<file path="config.mk">
export PLATFORM = sky130hd
export DESIGN_NAME = abs_encoder_poll_scheduler_flat
export DESIGN_NICKNAME = d
export VERILOG_FILES = /design/src/rtl/abs_encoder_poll_scheduler_pkg.sv /design/src/rtl/abs_encoder_poll_scheduler_if.sv /design/src/rtl/abs_encoder_poll_scheduler_rr.sv /design/src/rtl/abs_encoder_poll_scheduler.sv /design/src/flat_wrapper.sv
export SDC_FILE = /design/constraint.sdc
export NUM_CORES = 1
export LEC_CHECK = 0
export BUFFER_PORTS_ARGS = -buffer_cell sky130_fd_sc_hd__buf_2
export CAP_MARGIN = 20
export CORE_MARGIN = 2
export CORE_UTILIZATION = 40
export DETAILED_ROUTE_END_ITERATION = 8
export PLACE_DENSITY = 0.58
export SYNTH_ARGS = -nofsm -noshare
export SYNTH_HDL_FRONTEND = slang
export SYNTH_SLANG_ARGS = --single-unit
</file>
<file path="constraint.sdc">
create_clock -name clk -period 4.1 [get_ports clk]
set_input_delay 0.205 -clock clk [delete_from_list [all_inputs] [get_ports clk]]
set_output_delay 0.205 -clock clk [all_outputs]
set_load 0.05 [all_outputs]
</file>
<file path="src/rtl/abs_encoder_poll_scheduler_pkg.sv">
// Shared types and constants for the RS485 absolute-encoder poll scheduler.
package abs_poll_pkg;

  typedef enum logic [2:0] {
    IDLE   = 3'd0,
    SELECT = 3'd1,
    SEND   = 3'd2,
    TXWAIT = 3'd3,
    LISTEN = 3'd4,
    GAP    = 3'd5
  } state_e;

  localparam logic [15:0] ERR_MAX = 16'hffff;

  // Whole MHz times microseconds gives a cycle count without 64-bit intermediates.
  function automatic logic [31:0] US_DIV(input int unsigned clk_hz, input int unsigned us);
    return 32'((clk_hz / 32'd1000000) * us);
  endfunction

endpackage

</file>
<file path="src/rtl/abs_encoder_poll_scheduler_if.sv">
// UART transmitter and frame-parser handshake seen by the poll scheduler.
interface abs_encoder_poll_scheduler_if;
  logic [7:0] tx_data;
  logic       tx_start;
  logic       tx_busy;
  logic       tx_enable;
  logic       frame_valid;
  logic       frame_error;
  logic       rx_accept;

  modport master (
    output tx_data, tx_start, tx_enable, rx_accept,
    input  tx_busy, frame_valid, frame_error
  );

  modport slave (
    input  tx_data, tx_start, tx_enable, rx_accept,
    output tx_busy, frame_valid, frame_error
  );
endinterface

</file>
<file path="src/rtl/abs_encoder_poll_scheduler_rr.sv">
// Round-robin pick: first set mask bit strictly after idx_i, wrapping back to idx_i itself.
module rr_slot_pick #(
  parameter int N  = 4,
  parameter int IW = (N > 1) ? $clog2(N) : 1
) (
  input  logic [N-1:0]  mask_i,
  input  logic [IW-1:0] idx_i,
  output logic [IW-1:0] next_o,
  output logic          none_o
);

  logic [IW-1:0] pos_s;

  // Scan from farthest to nearest so the closest set bit after idx_i wins.
  always_comb begin
    next_o = idx_i;
    none_o = 1'b1;
    pos_s  = idx_i;
    for (int k = N; k >= 1; k--) begin
      pos_s = IW'((int'(idx_i) + k) % N);
      if (mask_i[pos_s]) begin
        next_o = pos_s;
        none_o = 1'b0;
      end else begin
        none_o = none_o;
      end
    end
  end

endmodule

</file>
<file path="src/rtl/abs_encoder_poll_scheduler.sv">
// Round-robin poller for absolute encoders sharing one half-duplex RS485 bus.
module abs_encoder_poll_scheduler
  import abs_poll_pkg::*;
#(
  parameter int          ClkFrequency = 32400000,
  parameter int          SLOTS        = 4,
  parameter logic [7:0]  CMD_BASE     = 8'h7d,
  parameter int          TIMEOUT_US   = 1000,
  parameter int          GAP_US       = 10,
  parameter int          MAX_RETRY    = 2,
  localparam int         SW           = (SLOTS > 1) ? $clog2(SLOTS) : 1
) (
  input  logic                          clk,
  input  logic                          rst_n,
  input  logic                          enable,
  input  logic [SLOTS-1:0]              slot_mask,
  output logic [SW-1:0]                 cur_slot,
  output logic [SLOTS-1:0]              fault,
  output logic [15:0]                   err_count,
  output logic                          busy,
  abs_encoder_poll_scheduler_if.master  bus
);

  localparam logic [31:0] TO_CYC  = US_DIV(ClkFrequency, TIMEOUT_US);
  localparam logic [31:0] GAP_CYC = US_DIV(ClkFrequency, GAP_US);

  state_e             state_q, state_d;
  logic [SW-1:0]      cur_slot_q, cur_slot_d;
  logic [7:0]         retry_q, retry_d;
  logic [31:0]        cnt_q, cnt_d;
  logic [7:0]         tx_data_q, tx_data_d;
  logic               tx_start_q, tx_start_d;
  logic               tx_enable_q, tx_enable_d;
  logic               rx_accept_q, rx_accept_d;
  logic [SLOTS-1:0]   fault_q, fault_d;
  logic [15:0]        err_q, err_d;
  logic               resend_q, resend_d;
  logic               first_q, first_d;
  logic [SW-1:0]      pick_idx_s;
  logic               pick_none_s;

  rr_slot_pick #(.N(SLOTS), .IW(SW)) u_pick (
    .mask_i (slot_mask),
    .idx_i  (cur_slot_q),
    .next_o (pick_idx_s),
    .none_o (pick_none_s)
  );

  // State and output registers; reset leaves the line driven idle.
  always_ff @(posedge clk or negedge rst_n) begin
    if (!rst_n) begin
      state_q     <= IDLE;
      cur_slot_q  <= SW'(SLOTS - 1);
      retry_q     <= 8'd0;
      cnt_q       <= 32'd0;
      tx_data_q   <= 8'd0;
      tx_start_q  <= 1'b0;
      tx_enable_q <= 1'b1;
      rx_accept_q <= 1'b0;
      fault_q     <= '0;
      err_q       <= 16'd0;
      resend_q    <= 1'b0;
      first_q     <= 1'b0;
    end else begin
      state_q     <= state_d;
      cur_slot_q  <= cur_slot_d;
      retry_q     <= retry_d;
      cnt_q       <= cnt_d;
      tx_data_q   <= tx_data_d;
      tx_start_q  <= tx_start_d;
      tx_enable_q <= tx_enable_d;
      rx_accept_q <= rx_accept_d;
      fault_q     <= fault_d;
      err_q       <= err_d;
      resend_q    <= resend_d;
      first_q     <= first_d;
    end
  end

  // Next-state and output logic for the poll sequence.
  always_comb begin
    state_d     = state_q;
    cur_slot_d  = cur_slot_q;
    retry_d     = retry_q;
    cnt_d       = cnt_q;
    tx_data_d   = tx_data_q;
    tx_start_d  = 1'b0;
    tx_enable_d = tx_enable_q;
    rx_accept_d = 1'b0;
    fault_d     = fault_q;
    err_d       = err_q;
    resend_d    = resend_q;
    first_d     = first_q;
    case (state_q)
      IDLE: begin
        tx_enable_d = 1'b1;
        if (enable && (|slot_mask)) state_d = SELECT;
        else                        state_d = IDLE;
      end
      SELECT: begin
        if (pick_none_s) begin
          state_d = IDLE;
        end else begin
          cur_slot_d = pick_idx_s;
          retry_d    = 8'd0;
          state_d    = SEND;
        end
      end
      SEND: begin
        if (!bus.tx_busy) begin
          tx_data_d  = CMD_BASE + 8'(cur_slot_q);
          tx_start_d = 1'b1;
          first_d    = 1'b1;
          state_d    = TXWAIT;
        end else begin
          state_d = SEND;
        end
      end
      TXWAIT: begin
        // uart_tx raises busy a cycle after the strobe, so the first cycle is not trusted.
        if (first_q) begin
          first_d = 1'b0;
        end else if (!bus.tx_busy) begin
          tx_enable_d = 1'b0;
          cnt_d       = TO_CYC;
          state_d     = LISTEN;
        end else begin
          state_d = TXWAIT;
        end
      end
      LISTEN: begin
        cnt_d = (cnt_q != 32'd0) ? (cnt_q - 32'd1) : 32'd0;
        if (bus.frame_valid) begin
          rx_accept_d         = 1'b1;
          fault_d[cur_slot_q] = 1'b0;
          resend_d            = 1'b0;
          cnt_d               = GAP_CYC;
          state_d             = GAP;
        end else if (bus.frame_error || (cnt_q == 32'd0)) begin
          err_d = (err_q != ERR_MAX) ? (err_q + 16'd1) : err_q;
          if (retry_q < 8'(MAX_RETRY)) begin
            retry_d  = retry_q + 8'd1;
            resend_d = 1'b1;
          end else begin
            fault_d[cur_slot_q] = 1'b1;
            resend_d            = 1'b0;
          end
          cnt_d   = GAP_CYC;
          state_d = GAP;
        end else begin
          state_d = LISTEN;
        end
      end
      GAP: begin
        if (cnt_q <= 32'd1) begin
          tx_enable_d = 1'b1;
          resend_d    = 1'b0;
          if (resend_q)                    state_d = SEND;
          else if (enable && (|slot_mask)) state_d = SELECT;
          else                             state_d = IDLE;
        end else begin
          cnt_d = cnt_q - 32'd1;
        end
      end
      default: begin
        state_d = IDLE;
      end
    endcase
  end

  assign bus.tx_data   = tx_data_q;
  assign bus.tx_start  = tx_start_q;
  assign bus.tx_enable = tx_enable_q;
  assign bus.rx_accept = rx_accept_q;
  assign cur_slot      = cur_slot_q;
  assign fault         = fault_q;
  assign err_count     = err_q;
  assign busy          = (state_q != IDLE);

endmodule

</file>
<file path="src/flat_wrapper.sv">
// flat-port wrapper written by rule: the top's interface ports become plain ports
module abs_encoder_poll_scheduler_flat import abs_poll_pkg::*;
#(
  parameter int          ClkFrequency = 32400000,
  parameter int          SLOTS        = 4,
  parameter logic [7:0]  CMD_BASE     = 8'h7d,
  parameter int          TIMEOUT_US   = 1000,
  parameter int          GAP_US       = 10,
  parameter int          MAX_RETRY    = 2,
  localparam int         SW           = (SLOTS > 1) ? $clog2(SLOTS) : 1
)
  (clk, rst_n, enable, slot_mask, cur_slot, fault, err_count, busy, bus_tx_data, bus_tx_start, bus_tx_enable, bus_rx_accept, bus_tx_busy, bus_frame_valid, bus_frame_error);
  abs_encoder_poll_scheduler_if bus_i ();
  input  logic clk;
  input  logic rst_n;
  input  logic enable;
  input  logic [SLOTS-1:0] slot_mask;
  output logic [SW-1:0] cur_slot;
  output logic [SLOTS-1:0] fault;
  output logic [15:0] err_count;
  output logic busy;
  output wire logic [$bits(bus_i.tx_data)-1:0] bus_tx_data;
  output wire logic [$bits(bus_i.tx_start)-1:0] bus_tx_start;
  output wire logic [$bits(bus_i.tx_enable)-1:0] bus_tx_enable;
  output wire logic [$bits(bus_i.rx_accept)-1:0] bus_rx_accept;
  input wire logic [$bits(bus_i.tx_busy)-1:0] bus_tx_busy;
  input wire logic [$bits(bus_i.frame_valid)-1:0] bus_frame_valid;
  input wire logic [$bits(bus_i.frame_error)-1:0] bus_frame_error;
  assign bus_tx_data = bus_i.tx_data;
  assign bus_tx_start = bus_i.tx_start;
  assign bus_tx_enable = bus_i.tx_enable;
  assign bus_rx_accept = bus_i.rx_accept;
  assign bus_i.tx_busy = bus_tx_busy;
  assign bus_i.frame_valid = bus_frame_valid;
  assign bus_i.frame_error = bus_frame_error;
  abs_encoder_poll_scheduler #(.ClkFrequency(ClkFrequency), .SLOTS(SLOTS), .CMD_BASE(CMD_BASE), .TIMEOUT_US(TIMEOUT_US), .GAP_US(GAP_US), .MAX_RETRY(MAX_RETRY)) u_core (.clk(clk), .rst_n(rst_n), .enable(enable), .slot_mask(slot_mask), .cur_slot(cur_slot), .fault(fault), .err_count(err_count), .busy(busy), .bus(bus_i));
endmodule
</file>
==> results of run 1 <==
## through the flow
stage | utilization | total power, µW | setup slack, ps | instances | hold slack (ps)
after floorplan | - | 1950 | 1690 | 426 | -90.6
after global placement | 0.441 | 2170 | 1330 | 586 | 415
after detailed placement | 0.441 | 2180 | 1260 | 586 | 412
after CTS | 0.460 | 2740 | 1240 | 602 | 23.6
after global routing | 0.460 | 2920 | 1030 | 602 | 75.9
final | 0.460 | 2720 | 1250 | 602 | -40.8
## synth_stat cells (5+ instances only)
library cell               instances
sky130_fd_sc_hd__dfrtp_1          71
sky130_fd_sc_hd__nor2_1           49
sky130_fd_sc_hd__o21ai_0          38
sky130_fd_sc_hd__a21oi_1          30
sky130_fd_sc_hd__nand2_1          30
sky130_fd_sc_hd__a31oi_1          17
sky130_fd_sc_hd__nand4_1          14
sky130_fd_sc_hd__nand3_1          13
sky130_fd_sc_hd__nor3_1           12
sky130_fd_sc_hd__xnor2_1          12
sky130_fd_sc_hd__inv_1            10
sky130_fd_sc_hd__buf_4             8
sky130_fd_sc_hd__ha_1              8
sky130_fd_sc_hd__nand2b_1          8
sky130_fd_sc_hd__and2_1            7
sky130_fd_sc_hd__and3_1            7
sky130_fd_sc_hd__nor4_1            7
sky130_fd_sc_hd__clkbuf_1          5
sky130_fd_sc_hd__or3_1             5
## final timing paths
path	start	cells past startpoint	endpoint	slack [ps]
worst min-delay path	rst_n	1	u_core.err_count[8]$_DFFE_PN0P_	-40
worst max register to register	u_core.cnt_q[0]$_DFFE_PN0P_	7	u_core.err_count[1]$_DFFE_PN0P_	1250
min in group clk	enable	3	u_core.state_q[0]$_DFFE_PN0P_	100
max in group asynchronous	rst_n	1	u_core.cnt_q[0]$_DFFE_PN0P_	3510
worst max-delay path	u_core.cnt_q[0]$_DFFE_PN0P_	7	u_core.err_count[1]$_DFFE_PN0P_	1250
worst min register to register	u_core.retry_q[0]$_DFFE_PN0P_	1	u_core.retry_q[0]$_DFFE_PN0P_	480
## registers in the layout (all words and copies together) (netlist names), 2 cells and up, named ones only
name,cells
u_core.cnt_q,32
u_core.state_q,3
u_core.cur_slot,2
u_core.err_count,16
u_core.bus.tx_data,4
u_core.retry_q,8
## metal layers
layer | part of all wire | wire length (µm) | GRT usage
met2 | 0.46 | 4030 | 0.289
met1 | 0.48 | 4240 | 0.225
met3 | 0.036 | 318 | 0.0294
met5 | 0 | 0 | 0
met4 | 0.027 | 239 | 0.0994
## power groups by stage
stage | clock network [µW] | logic [µW] | registers [µW]
final | 551 | 1120 | 1050
after global routing | 598 | 1240 | 1080
after CTS | 561 | 1130 | 1050
after detailed placement | 0 | 1120 | 1060
after global placement | 0 | 1120 | 1060
after floorplan | 0 | 807 | 1150
## logic make-up after synthesis
kind of cell	Yosys count	synth area share
flip-flops	74	0.463
adder cells (fa/ha/maj)	8	0.0250
buffers and inverters	30	0.0418
XOR/XNOR	16	0.0350
AND/OR/NAND/NOR	181	0.248
multiplexers	4	0.0137
AO/OA/AOI/OAI	113	0.174
## cell type report
type                            count  area (µm²)  area share
Inverter                           11        46.3      0.0103
Sequential cell                    74        1860       0.415
Timing Repair Buffer               46         240      0.0537
Clock buffer                       13         139      0.0310
Multi-Input combinational cell    322        1980       0.444
Clock inverter                      3        42.5     0.00951
Tap cell                          133         166      0.0372
==> impl_summary.md, run 1 <==
Worst setup path
On the worst path, the slowest cell contributes a delay of 520 ps. Broken down by cell family, the worst path's largest delay share belongs to simple AND/OR/NAND/NOR gates. Walking the worst path, the cells encountered are inv_1, ha_1, nor3b_1, and4_1, a31oi_2, nor3_4, mux2_2. The combined buffer and inverter count along the critical path is 1.

The type of element launching the critical path is a flop. The category of the worst setup path capture point is a flop. The cell with the largest stage delay on the worst path is sky130_fd_sc_hd__nor3_4. Data on the critical path arrives at its endpoint at between 3000 and 4000 ps. The data required time at the worst endpoint is ~4400 ps. The critical path is of the reg2reg type. Along the worst path, the maximum fanout reaches 13.

CTS
CTS saw 74 sinks. The clock root buffer is sky130_fd_sc_hd__clkbuf_8. The hold-fix buffer count after cts is 0. The clock transition at the registers of the reported paths is 80 ps. Post-CTS repair changed the size of 0 cells.

The number of setup buffers added after CTS is 0. The number of CTS-inserted buffers is 9. The CTS tree is yes.

For the worst-skew pair, the clock arrives at the later sink with an insertion delay of 360 ps. The H-tree depth is 3. The number of buffers on the longest clock path is 2.

Global route
The via count of the first global-routing pass is 3265. After global routing the overflow that remains totals 0. The initial antenna violation count came to 0. The pin count of the biggest net entering global routing is 75. The first-pass GRT wire length is 15500 µm.

Across every metal layer, demand over resource in global routing totals 0.178.

Timing
The clock tree skew after final layout is 13.5 ps. The ratio of final minimum period to clock period is 0.695. The number of endpoints with negative hold slack in the final report was 26. The transition at the pin with the smallest max-transition slack is 933 ps.

The setup TNS is 0 ps. The tightest hold path in the finished design has a slack of -40.8 ps. Timing would allow up to 0.351 GHz. Setup repair after global routing left no endpoint under its margin. The final number of setup-violating endpoints is 0.

The final number of max-transition violations is 0. Headroom to the max-slew limit came out at 0.378. The worst path needs 2850 ps of the cycle, external delays included.

Power and ir drop
The share of power burned in the clock network is 0.203. Dividing total power by cell area gives a power density of 608 mW/mm². The combinational fraction of design power is 0.410. Of the total power, the share spent switching nets is 0.447. The analysis attributes to cell leakage a power of 0.00201 µW. The worst IR drop on VDD is 0.307 mV. The net switching power figure is 1210 µW. The internal portion of the total power is ~1500 µW. The portion of total power attributed to sequential cells is 0.387.

Floorplanning
The floorplan step defined a core boundary enclosing 0.00973 mm². The die outline area is 0.0108 mm². The height of the die is 104 µm. The initial standard-cell utilization of the core is 0.412. The initialized floorplan defines 36 standard-cell rows. The width of the chip is 104 µm.

Pin placement for this block handled 44 I/O pins.

Detailed routing
After detailed routing, the number of vias per cell comes to 5.56. The post-detailed-route DRC marker count is 0. The number of nets with antenna violations after detailed routing is 0. The detailed router placed 3350 vias in this run. The number of DRC markers in iteration 0 is 155. The per-cell routed wire length is around 15 µm. The total wire length is about 8800 µm. For this run, the detailed router's first-pass iteration total came to 4.

Synth
The most used flip-flop cell after synthesis is sky130_fd_sc_hd__dfrtp_1. After synthesis, the netlist uses 61 different library cells. Of the synthesized area, sequential elements account for 0.463.

The number of enable-type register cells in the synthesized netlist is 0. The number of warning messages in the yosys log is 0. After synthesis the netlist holds a flip-flop and latch count of 74. The largest total area in the synthesized netlist belongs to sky130_fd_sc_hd__dfrtp_1. Counting flops with an async set or reset pin after synthesis yields a share of 1.00. The post-synthesis instance total is 426. By area the synthesized netlist is led by sky130_fd_sc_hd__dfrtp_1 44%, sky130_fd_sc_hd__o21ai_0 4.7%, sky130_fd_sc_hd__nor2_1 4.6%. The total nets after synthesis is about 440.

In this run the mean area of a mapped cell was 9.41 µm². Of the post-synthesis cell area, the dominant cell type holds 0.443. The synthesized cell area is 0.00401 mm².

Layout
The area growth from synthesis to final layout is 11.6%. The net count reported at finish is approximately 480. The fraction of final layout cells with drive strength greater than 1 is 0.177. Leaving out fill and tap cells, the most frequent cell in the layout is sky130_fd_sc_hd__dfrtp_1. The finished cells cover 0.00447 mm². The top cell types in the final layout, fill and taps aside, are 71 x sky130_fd_sc_hd__dfrtp_1, 49 x sky130_fd_sc_hd__nor2_1, 42 x sky130_fd_sc_hd__buf_2.

The number of diodes added for antenna fixing is 0. Fill cells in the final layout number 976.

Place
After detailed placement, the total cell area comes to 0.00429 mm². Routability-driven placement finished with a final weighted congestion of approximately 0.84. Input and output buffers added on the ports amount to 43. Detailed placement finished with a half-perimeter wire length of approximately 6200 µm.

Status
The final reports fail on hold timing. The run finished, with violations left.

Hold path
The tightest min-delay check is of the in2async type.

Flow run
The tool flagged a number of max-cap violations equal to 0.
Note: power is estimated with default switching activity, not from simulation.
==> inputs of run 2 (changes only) <==
- PLACE_DENSITY: 0.58 -> 0.6
- clock period: 4.1 -> 2.42 ns (I/O delays scaled with it)
==> run 2 against run 1 <==
The run now ends clean. Die area stayed put. Hold slack better by 80 ps. Global-route usage up 0.50 points. Clock-buffer cell count down 3. Largest power group unchanged. Total power up 88%. Largest cell class unchanged. Critical path type unchanged. Via count grew 4.2%. Critical path depth rose by 1.
==> impl_summary.md, run 2 (synthesized netlist as in run 1, its figures left out) <==
Power and ir drop
The share of power burned in the clock network is 0.210. For this design the ratio of total power to cell area is 1050 mW/mm². The combinational fraction of design power is 0.447. VDD sags by at most 0.490 mV. Of the total power, the share spent switching nets is 0.434. Summed over all cells, the static leakage comes to 0.00224 µW. Internal power comes to 2900 µW. Summed over all nets, the switching power comes to about 2200 µW. The share of total power dissipated in sequential elements is 0.344.

CTS
Buffers inserted during clock tree synthesis total 9. The clock transition at the registers of the reported paths is 80 ps. The H-tree depth is 3.

The clock root buffer is sky130_fd_sc_hd__clkbuf_8. The later pin in the worst-skew pair is clocked with a latency of 360 ps. The number of sinks driven by the clock tree is 74.

In this run the deepest clock path goes through 2 buffers. TritonCTS built the clock tree.

Global route
The first global-routing pass estimated 16200 µm of wire. The via count of the first global-routing pass is 3277. For this run, the total global-route usage over all layers was measured as 0.183. The pin count of the biggest net entering global routing is 75. The sum of overflow across all layers after global routing is 0. The initial antenna violation count came to 0.

Worst setup path
The number of cells on the worst reg-to-reg path is 8. The critical path contains buffers and inverters numbering 2 combined. The reg2reg setup slack is ~54 ps. The critical path runs through a total of 8 cells. The setup path with the least slack is of type reg2reg.

The type of element launching the critical path is a flop. The data required time at the worst endpoint is 2710 ps. STA puts the critical path data arrival time at 2650 ps. On the worst path, the slowest cell contributes a delay of 480 ps. In this design, the largest share of critical-path delay is due to simple AND/OR/NAND/NOR gates. Traced cell by cell, the critical path runs through or3_4, or4_4, nor4_4, or2_1, buf_12, inv_6, a41o_1, a21oi_2. The maximum net fanout on the critical path is 9. On the critical path, the stage with the largest delay is an instance of sky130_fd_sc_hd__or4_4. STA classifies the critical path endpoint as a flop.

Floorplanning
The total I/O pin count is 44. The number of cell rows is 36. The core box area is 0.00973 mm². The die is 104 µm wide. Measured along the y axis, the die boundary spans 104 µm. The die outline area is 0.0108 mm². The initial utilization of the core area, before any placement, comes to 0.412.

Detailed routing
The total number of vias is between 3000 and 4000. For this run, design rule violations remaining after detail routing come to 0. The first routing iteration left a little under 200 violations. After detailed routing, the number of vias per cell comes to 5.46. The routed design has approximately 9500 µm of wire.

The count of nets left with antenna violations once routing finished came out at 0. The per-cell routed wire length is 14.8 µm. The first-pass iteration count of the detailed router is 4.

Timing
Headroom to the max-slew limit came out at 0.684. Based on the critical path, the design can be clocked at up to 0.423 GHz. The final number of setup-violating endpoints is 0.

Setup repair after global routing could not meet its margin everywhere. The ratio of final minimum period to clock period is 0.978. The number of endpoints with negative hold slack in the final report is 0. Clock skew on the completed layout was measured at 14.9 ps.

The setup TNS is 0 ps. Final hold analysis gives a worst-case slack of 39.3 ps. The time the final worst path needs with I/O delays and setup is around 2400 ps. The final number of max-transition violations is 0. The transition at the pin with the smallest max-transition slack is 470 ps.

Layout
Leaving out fill and tap cells, the most frequent cells in the layout are 71 x sky130_fd_sc_hd__dfrtp_1, 49 x sky130_fd_sc_hd__nor2_1, 43 x sky130_fd_sc_hd__buf_2. At the end of the flow the core is filled with cells to 0.502. Of the cells placed in the final design, the portion with a size suffix greater than 1 is 0.252.

The final cell count without fillers is 640. The flip-flop count of the largest register after layout is 32. For this run, the post-layout net count is 520. The register bank with the most flops is u_core.cnt_q. The repair_antennas step left the layout with diodes totalling 0. The count of fill cells added during filler insertion is around 940. The commonest non-fill, non-tap cell in the layout is sky130_fd_sc_hd__dfrtp_1. The area growth from synthesis to final layout is 21.8%.

Place
At the end of routability-driven placement, the weighted congestion stood at 0.883. The half-perimeter wire length after detailed placement is between 6000 and 7000 µm. Once placement completed, the tool counted placed cells totaling 618.

The count of buffers added on input and output ports is 43.

Flow run
The tool flagged a number of max-cap violations equal to 0.

Hold path
Counting instances, the worst hold path has a depth of 3. The path class of the tightest hold or removal check is in2reg.

Status
The flow ran to the end, and the final reports show no timing, DRC or antenna violations.
-- run 2: routing by layer --
metal / vias up / routed length, µm / track usage
met2: 70 / 4520 / 0.294
met1: 1703 / 4510 / 0.249
li1: 1709 / - / -
met5: - / 0 / 0
met3: 10 / 339 / 0.0338
met4: 0 / 123 / 0.0589
-- run 2: worst min-delay path, delay by kind of cell --
| family | cells | cell delay [ps] |
|---|---|---|
| AND/OR/NAND/NOR | 1 | 70 |
| buffers and inverters | 1 | 90 |
| AO/OA/AOI/OAI | 1 | 80 |
-- run 2: path summary, 6_finish.rpt --
kind                                                        end                           from
worst max register to register      u_core.cnt_q[6]$_DFFE_PN0P_   u_core.cnt_q[28]$_DFFE_PN0P_
max in group asynchronous        u_core.cur_slot[0]$_DFFE_PN1P_                          rst_n
worst min register to register    u_core.retry_q[0]$_DFFE_PN0P_  u_core.retry_q[0]$_DFFE_PN0P_
worst min-delay path              u_core.state_q[0]$_DFFE_PN0P_                         enable
worst max-delay path                u_core.cnt_q[6]$_DFFE_PN0P_   u_core.cnt_q[28]$_DFFE_PN0P_
min in group asynchronous       u_core.err_count[7]$_DFFE_PN0P_                          rst_n
-- run 2: final cells by class --
cell class                 count  area (µm²)  share of cell area
clock buffer                  10         128              0.0262
clock inverter                 6        92.6              0.0190
inverter                      11        46.3             0.00949
multi-input combinational    322        2030               0.416
sequential                    74        1860               0.380
tap                          133         166              0.0341
timing repair buffer          84         563               0.115
-- run 2: per-stage QoR --
| stage | total power [µW] | setup WS, ps | instance area [µm²] |
|---|---|---|---|
| CTS | 5030 | 20.9 | 4790 |
| finish | 5120 | 54.1 | 4880 |
| global placement | 3920 | 100 | 4560 |
| detailed placement | 3950 | 61.0 | 4560 |
| global route | 5460 | -43.4 | 4880 |
| floorplan | 3310 | 11.0 | 4010 |
-- run 2: what timing repair did --
action	4_1_cts	5_1_grt
hold endpoints to repair	71	0
resized for setup	0	7
setup endpoints to repair	0	30
setup buffers	0	5
hold buffers	1	0
-- run 2: power groups by stage --
stage               clock network (µW)  logic, µW  registers (µW)
floorplan                            0       1370            1950
global placement                     0       2160            1760
detailed placement                   0       2180            1770
CTS                               1090       2190            1740
global route                      1160       2490            1810
finish                            1070       2280            1760
